--- src/rtl/alu_pkg.sv ---
// Shared definitions for the ALU request scheduler: opcodes, flag bit positions,
// scheduler state encoding and a small index-width helper.
package alu_pkg;

  localparam logic [3:0] OP_ADD = 4'd0;
  localparam logic [3:0] OP_SUB = 4'd1;
  localparam logic [3:0] OP_AND = 4'd2;
  localparam logic [3:0] OP_OR  = 4'd3;
  localparam logic [3:0] OP_XOR = 4'd4;
  localparam logic [3:0] OP_NOT = 4'd5;
  localparam logic [3:0] OP_SHL = 4'd6;
  localparam logic [3:0] OP_SHR = 4'd7;
  localparam logic [3:0] OP_CMP = 4'd8;
  localparam logic [3:0] OP_MUL = 4'd9;

  localparam int FLAG_Z = 3;
  localparam int FLAG_N = 2;
  localparam int FLAG_C = 1;
  localparam int FLAG_V = 0;

  typedef enum logic [1:0] {
    ST_IDLE  = 2'd0,
    ST_ISSUE = 2'd1,
    ST_WAIT  = 2'd2,
    ST_RESP  = 2'd3
  } sched_state_t;

  function automatic int idx_width(input int n);
    return (n > 1) ? $clog2(n) : 1;
  endfunction

endpackage

--- src/rtl/alu_req_scheduler_if.sv ---
// Requester-side request/response bundle; requester i occupies slice i of each packed bus.
interface alu_req_scheduler_if #(
  parameter int WIDTH   = 8,
  parameter int NUM_REQ = 4
);
  logic [NUM_REQ-1:0]       req_valid;
  logic [NUM_REQ-1:0]       req_ready;
  logic [NUM_REQ*WIDTH-1:0] req_a;
  logic [NUM_REQ*WIDTH-1:0] req_b;
  logic [NUM_REQ*4-1:0]     req_opcode;
  logic [NUM_REQ-1:0]       resp_valid;
  logic [NUM_REQ-1:0]       resp_ready;
  logic [WIDTH-1:0]         resp_result;
  logic [3:0]               resp_flags;
  logic                     resp_error;

  modport master (
    output req_valid, req_a, req_b, req_opcode, resp_ready,
    input  req_ready, resp_valid, resp_result, resp_flags, resp_error
  );

  modport slave (
    input  req_valid, req_a, req_b, req_opcode, resp_ready,
    output req_ready, resp_valid, resp_result, resp_flags, resp_error
  );
endinterface

--- src/rtl/alu_req_scheduler_rr_arbiter.sv ---
// Combinational round-robin arbiter: first asserted request at or above ptr, wrapping.
module rr_arbiter
  import alu_pkg::*;
#(
  parameter int N  = 4,
  parameter int IW = idx_width(N)
) (
  input  logic [N-1:0]  req,
  input  logic [IW-1:0] ptr,
  output logic [N-1:0]  grant,
  output logic [IW-1:0] grant_idx,
  output logic          any
);

  localparam logic [IW:0] N_W = (IW+1)'(N);

  logic [IW:0] cand;

  always_comb begin
    grant     = '0;
    grant_idx = '0;
    any       = 1'b0;
    cand      = '0;
    for (int off = 0; off < N; off++) begin
      cand = {1'b0, ptr} + (IW+1)'(off);
      if (cand >= N_W) cand = cand - N_W;
      if (!any && req[cand[IW-1:0]]) begin
        any       = 1'b1;
        grant_idx = cand[IW-1:0];
      end
    end
    if (any) grant[grant_idx] = 1'b1;
  end

endmodule

--- src/rtl/alu_req_scheduler.sv ---
// Shares one ALU among NUM_REQ requesters: round-robin grant, one execute pulse,
// wait for done (or time out), then return the result to the owner.
module alu_req_scheduler
  import alu_pkg::*;
#(
  parameter int WIDTH   = 8,
  parameter int NUM_REQ = 4,
  parameter int TIMEOUT = 16
) (
  input  logic             clk,
  input  logic             rst_n,
  alu_req_scheduler_if.slave bus,
  output logic [WIDTH-1:0] alu_a,
  output logic [WIDTH-1:0] alu_b,
  output logic [3:0]       alu_opcode,
  output logic             alu_execute,
  input  logic [WIDTH-1:0] alu_result,
  input  logic [3:0]       alu_flags,
  input  logic             alu_done,
  output logic             busy
);

  localparam int IW = idx_width(NUM_REQ);
  localparam int CW = $clog2(TIMEOUT);
  localparam logic [IW:0]   N_W      = (IW+1)'(NUM_REQ);
  localparam logic [CW-1:0] CNT_LAST = CW'(TIMEOUT - 2);

  sched_state_t state_reg, state_next;

  logic [IW-1:0]      ptr_reg;
  logic [NUM_REQ-1:0] owner_oh_reg;
  logic [CW-1:0]      cnt_reg;
  logic [WIDTH-1:0]   alu_a_reg, alu_b_reg;
  logic [3:0]         alu_opcode_reg;
  logic [WIDTH-1:0]   result_reg;
  logic [3:0]         flags_reg;
  logic               error_reg;

  logic [NUM_REQ-1:0] grant;
  logic [IW-1:0]      grant_idx;
  logic               any;
  logic [IW:0]        ptr_inc;
  logic [IW-1:0]      ptr_next;
  logic               timeout;
  logic               resp_fire;

  logic [WIDTH-1:0] a_arr  [NUM_REQ];
  logic [WIDTH-1:0] b_arr  [NUM_REQ];
  logic [3:0]       op_arr [NUM_REQ];

  for (genvar gi = 0; gi < NUM_REQ; gi++) begin : g_unpack
    assign a_arr[gi]  = bus.req_a[gi*WIDTH +: WIDTH];
    assign b_arr[gi]  = bus.req_b[gi*WIDTH +: WIDTH];
    assign op_arr[gi] = bus.req_opcode[gi*4 +: 4];
  end

  rr_arbiter #(.N(NUM_REQ), .IW(IW)) u_arb (
    .req       (bus.req_valid),
    .ptr       (ptr_reg),
    .grant     (grant),
    .grant_idx (grant_idx),
    .any       (any)
  );

  assign ptr_inc   = {1'b0, grant_idx} + (IW+1)'(1);
  assign ptr_next  = (ptr_inc >= N_W) ? '0 : ptr_inc[IW-1:0];
  // Timeout fires on the WAIT cycle in which the counter steps onto TIMEOUT-1
  assign timeout   = (cnt_reg == CNT_LAST);
  assign resp_fire = |(owner_oh_reg & bus.resp_ready);

  always_comb begin
    state_next     = state_reg;
    bus.req_ready  = '0;
    bus.resp_valid = '0;
    alu_execute    = 1'b0;
    busy           = 1'b0;
    if (rst_n) begin
      busy = (state_reg != ST_IDLE);
      case (state_reg)
        ST_IDLE: begin
          bus.req_ready = grant;
          if (any) state_next = ST_ISSUE;
        end
        ST_ISSUE: begin
          alu_execute = 1'b1;
          state_next  = ST_WAIT;
        end
        ST_WAIT: begin
          if (alu_done || timeout) state_next = ST_RESP;
        end
        ST_RESP: begin
          bus.resp_valid = owner_oh_reg;
          if (resp_fire) state_next = ST_IDLE;
        end
        default: state_next = ST_IDLE;
      endcase
    end
  end

  always_ff @(posedge clk) begin
    if (!rst_n) begin
      state_reg      <= ST_IDLE;
      ptr_reg        <= '0;
      owner_oh_reg   <= '0;
      cnt_reg        <= '0;
      alu_a_reg      <= '0;
      alu_b_reg      <= '0;
      alu_opcode_reg <= '0;
      result_reg     <= '0;
      flags_reg      <= '0;
      error_reg      <= 1'b0;
    end else begin
      state_reg <= state_next;
      case (state_reg)
        ST_IDLE: begin
          if (any) begin
            alu_a_reg      <= a_arr[grant_idx];
            alu_b_reg      <= b_arr[grant_idx];
            alu_opcode_reg <= op_arr[grant_idx];
            owner_oh_reg   <= grant;
            ptr_reg        <= ptr_next;
          end
        end
        ST_ISSUE: cnt_reg <= '0;
        ST_WAIT: begin
          cnt_reg <= cnt_reg + CW'(1);
          if (alu_done) begin
            result_reg <= alu_result;
            flags_reg  <= alu_flags;
            error_reg  <= 1'b0;
          end else if (timeout) begin
            result_reg <= '0;
            flags_reg  <= '0;
            error_reg  <= 1'b1;
          end
        end
        default: ;
      endcase
    end
  end

  assign alu_a           = alu_a_reg;
  assign alu_b           = alu_b_reg;
  assign alu_opcode      = alu_opcode_reg;
  assign bus.resp_result = result_reg;
  assign bus.resp_flags  = flags_reg;
  assign bus.resp_error  = error_reg;

endmodule
--- src/flat_wrapper.sv ---
// flat-port wrapper written by rule: the top's interface ports become plain ports
module alu_req_scheduler_flat import alu_pkg::*;
#(
  parameter int WIDTH   = 8,
  parameter int NUM_REQ = 4,
  parameter int TIMEOUT = 16
)
  (clk, rst_n, alu_a, alu_b, alu_opcode, alu_execute, alu_result, alu_flags, alu_done, busy, bus_req_valid, bus_req_a, bus_req_b, bus_req_opcode, bus_resp_ready, bus_req_ready, bus_resp_valid, bus_resp_result, bus_resp_flags, bus_resp_error);
  alu_req_scheduler_if #(.WIDTH(WIDTH), .NUM_REQ(NUM_REQ)) bus_i ();
  input  logic clk;
  input  logic rst_n;
  output logic [WIDTH-1:0] alu_a;
  output logic [WIDTH-1:0] alu_b;
  output logic [3:0] alu_opcode;
  output logic alu_execute;
  input  logic [WIDTH-1:0] alu_result;
  input  logic [3:0] alu_flags;
  input  logic alu_done;
  output logic busy;
  input wire logic [$bits(bus_i.req_valid)-1:0] bus_req_valid;
  input wire logic [$bits(bus_i.req_a)-1:0] bus_req_a;
  input wire logic [$bits(bus_i.req_b)-1:0] bus_req_b;
  input wire logic [$bits(bus_i.req_opcode)-1:0] bus_req_opcode;
  input wire logic [$bits(bus_i.resp_ready)-1:0] bus_resp_ready;
  output wire logic [$bits(bus_i.req_ready)-1:0] bus_req_ready;
  output wire logic [$bits(bus_i.resp_valid)-1:0] bus_resp_valid;
  output wire logic [$bits(bus_i.resp_result)-1:0] bus_resp_result;
  output wire logic [$bits(bus_i.resp_flags)-1:0] bus_resp_flags;
  output wire logic [$bits(bus_i.resp_error)-1:0] bus_resp_error;
  assign bus_i.req_valid = bus_req_valid;
  assign bus_i.req_a = bus_req_a;
  assign bus_i.req_b = bus_req_b;
  assign bus_i.req_opcode = bus_req_opcode;
  assign bus_i.resp_ready = bus_resp_ready;
  assign bus_req_ready = bus_i.req_ready;
  assign bus_resp_valid = bus_i.resp_valid;
  assign bus_resp_result = bus_i.resp_result;
  assign bus_resp_flags = bus_i.resp_flags;
  assign bus_resp_error = bus_i.resp_error;
  alu_req_scheduler #(.WIDTH(WIDTH), .NUM_REQ(NUM_REQ), .TIMEOUT(TIMEOUT)) u_core (.clk(clk), .rst_n(rst_n), .bus(bus_i), .alu_a(alu_a), .alu_b(alu_b), .alu_opcode(alu_opcode), .alu_execute(alu_execute), .alu_result(alu_result), .alu_flags(alu_flags), .alu_done(alu_done), .busy(busy));
endmodule
--- config.mk ---
export PLATFORM = sky130hd
export DESIGN_NAME = alu_req_scheduler_flat
export DESIGN_NICKNAME = d
export VERILOG_FILES = /design/src/rtl/alu_pkg.sv /design/src/rtl/alu_req_scheduler_if.sv /design/src/rtl/alu_req_scheduler_rr_arbiter.sv /design/src/rtl/alu_req_scheduler.sv /design/src/flat_wrapper.sv
export SDC_FILE = /design/constraint.sdc
export NUM_CORES = 1
export LEC_CHECK = 0
export ABC_CLOCK_PERIOD_IN_PS = 2300
export BUFFER_PORTS_ARGS = -buffer_cell sky130_fd_sc_hd__buf_2
export CAP_MARGIN = 0
export CORE_MARGIN = 3
export CORE_UTILIZATION = 45
export CTS_CLUSTER_SIZE = 24
export DETAILED_ROUTE_END_ITERATION = 16
export PLACE_DENSITY = 0.85
export SKIP_LAST_GASP = 1
export SYNTH_ARGS = -nofsm -noshare
export SYNTH_HDL_FRONTEND = slang
export SYNTH_SLANG_ARGS = --single-unit
--- constraint.sdc ---
create_clock -name clk -period 2.3 [get_ports clk]
set_input_delay 0.23 -clock clk [delete_from_list [all_inputs] [get_ports clk]]
set_output_delay 0.23 -clock clk [all_outputs]
set_load 0.1 [all_outputs]
==> run summary <==
Status: completed
Relative slew slack: 66.0%
Crit path max fanout: 12
Hold path start: alu_result[1]
Crit path launch: u_core.ptr_reg[1]$_SDFFE_PN0P_
Maxcap violations: 0
Crit path DAT: 1.99 ns
Max-slew violations: 0
Setup TNS: 0 ns
P&R area growth vs syn: 35.5%
Crit path kind: flip-flop to output pin
Synthesized instance count: 302
Worst-Margin Slew: 0.508 ns
Hold/Removal Path Class: input port to flip-flop
Yosys warnings: 0
Htree depth: 2
R2R Path Start: u_core.ptr_reg[1]$_SDFFE_PN0P_
CP Launch Type: flip-flop
Cell Area, Synth: 2630 µm²
CTS Buf Count: 5
Vias in the first global route: 2594
Unrepaired setup endpoints after global routing: false
Clock buffer depth: 2
N_diodes: 0
Die height: 82.5 µm
M1 WL: 2800 µm
Port Buffers: 145
Pin count of the biggest net entering global routing: 41
Gr ovfl total: 0
Leakage power: 0.00188 µW
# DRC: 0
Top Layer Used: met4
Final HPWL DP: 5630 µm
Final setup viols: 0
FMAX: 450 MHz
Most frequent cells in the layout: buf_2, dfxtp_1, nand2_1, and3_1, nor2_1
Routed len/inst: 14.2 µm
Final min period: 2.22 ns
Clock transition at the registers of the reported paths: 0.10 ns
Total number of vias: 2730
Post-synthesis cell type count: 38
Initial DRC Count: 109
Initial Util: 47.3%
Synth async-reset ratio: 0%
Met3 routed WL: 568 µm
Primary FF master, synth: dfxtp_1
EDFF count, synth: 0
Synthesis-stage register bit count: 45
Post-Syn Area per Cell: 8.72 µm²
Core ar.: 5570 µm²
Leading cell type in the layout, fill and taps excluded: buf_2
Hold_ws: 0.177 ns
Layout cells sized above 1: 41.5%
CTS tree: yes
Final Hold Fails: 0
Mapped Nets: 414
First-pass GRT wire length: 11200 µm
Metal2 WL: 3810 µm
Vias per std cell: 5.32
Sequential fraction of the synthesis area: 34.2%
DIE AREA: 6810 µm²
IR drop worst, VDD: 1.35 mV
CTS sink cnt: 45
RePlAce Congestion: 0.824
CP endpoint kind: output pin
Routed Antenna Nets: 0
Period utilisation layout: 96.7%
I/O pin count: 146
Root Buffer Master: clkbuf_8
Initial antenna violation count: 0
WL final: 7280 µm
First-pass DRT Iterations: 4
Final nets: 552
Worst-skew pair later-pin latency: 0.30 ns
Pwr/cell area: 1420 nW/µm²
GRT Util Overall: 21.0%
Worst Skew: 0.0177 ns
CP required: 2.07 ns
Die Wd: 82.5 µm
FP Rows: 27
-- cell families (layout without fill, tap and decap cells) --
logic type / Yosys count / count (layout) / synth area share [%]
muxes: 24 / 24 / 9.12
DFF: 45 / 45 / 34.2
adders and majority gates: 9 / 9 / 4.28
buffers and inverters: 32 / 171 / 6.51
and+or+nand+nor: 100 / 100 / 18.9
AOI/OAI and AO/OA: 92 / 92 / 27.0
-- metal layers --
| layer | GRT usage, % | vias to the layer above |
|---|---|---|
| met2 | 40.8 | 107 |
| li1 | - | 1365 |
| met1 | 22.0 | 1248 |
| met3 | 5.75 | 10 |
| met4 | 5.07 | 0 |
| met5 | 0 | - |
-- layout make-up --
| class | instances | area, µm² |
|---|---|---|
| Clock inverter | 3 | 43.8 |
| Clock buffer | 5 | 68.8 |
| Multi-Input combinational cell | 225 | 1580 |
| Fill cell | 488 | 2010 |
| Inverter | 10 | 37.5 |
| Sequential cell | 45 | 902 |
| Tap cell | 72 | 90.1 |
| Timing Repair Buffer | 153 | 846 |
-- metrics by stage --
step | utilization, % | cell area [µm²] | setup slack (ns) | cells | power, µW
3_3_place_gp | 61.6 | 3440 | 0.375 | 505 | 4390
2_1_floorplan | - | 2630 | 0.00424 | 302 | 3880
6_report | 64.0 | 3570 | 0.0769 | 513 | 5070
5_1_grt | 64.0 | 3570 | 0.00885 | 513 | 5340
3_5_place_dp | 61.6 | 3440 | 0.334 | 505 | 4450
4_1_cts | 63.7 | 3550 | 0.0120 | 513 | 5060
-- synthesized netlist by cell type (9+ instances only) --
cell type / number / share of area (%)
mux2i_1: 24 / 9.1
dfxtp_1: 45 / 34
and3_1: 27 / 6.4
a22oi_1: 12 / 3.4
nand2_1: 27 / 3.8
o211ai_2: 16 / 7.6
clkbuf_1: 15 / 2.1
o21ai_1: 20 / 3.8
nor2_1: 26 / 3.7
inv_1: 9 / 1.3
a21boi_0: 20 / 5.7
ha_1: 9 / 4.3
-- power by group --
group	switching (µW)	internal [µW]	total [µW]
clock network	279	326	605
registers	145	1020	1170
logic	2460	835	3290
-- repair_timing --
action                                  CTS  global route
resized for setup                         0             4
endpoints found under the setup margin    0             3
endpoints found under the hold margin     0             0
setup buffers                             0             0
hold buffers                              0             0
-- path summary, 6_finish.rpt --
kind	slack, ns	cells past startpoint	end
setup / recovery	0.08	7	bus_req_ready[3]
setup reg to reg	0.47	6	u_core.alu_opcode[0]$_SDFFE_PN0P_
hold reg to reg	0.46	2	u_core.bus.resp_error$_SDFFE_PN0P_
hold / removal	0.18	3	u_core.bus.resp_result[1]$_SDFFE_PN0P_
-- worst max-delay path, stage by stage (launching register included) --
cell and delay (ns):
dfxtp_2 0.39, nand2_1 0.07, a311o_2 0.44, nand2_8 0.14
inv_1 0.07, ha_1 0.19, and3_1 0.20, buf_12 0.18
No activity file was read; power rests on OpenSTA's default activity.
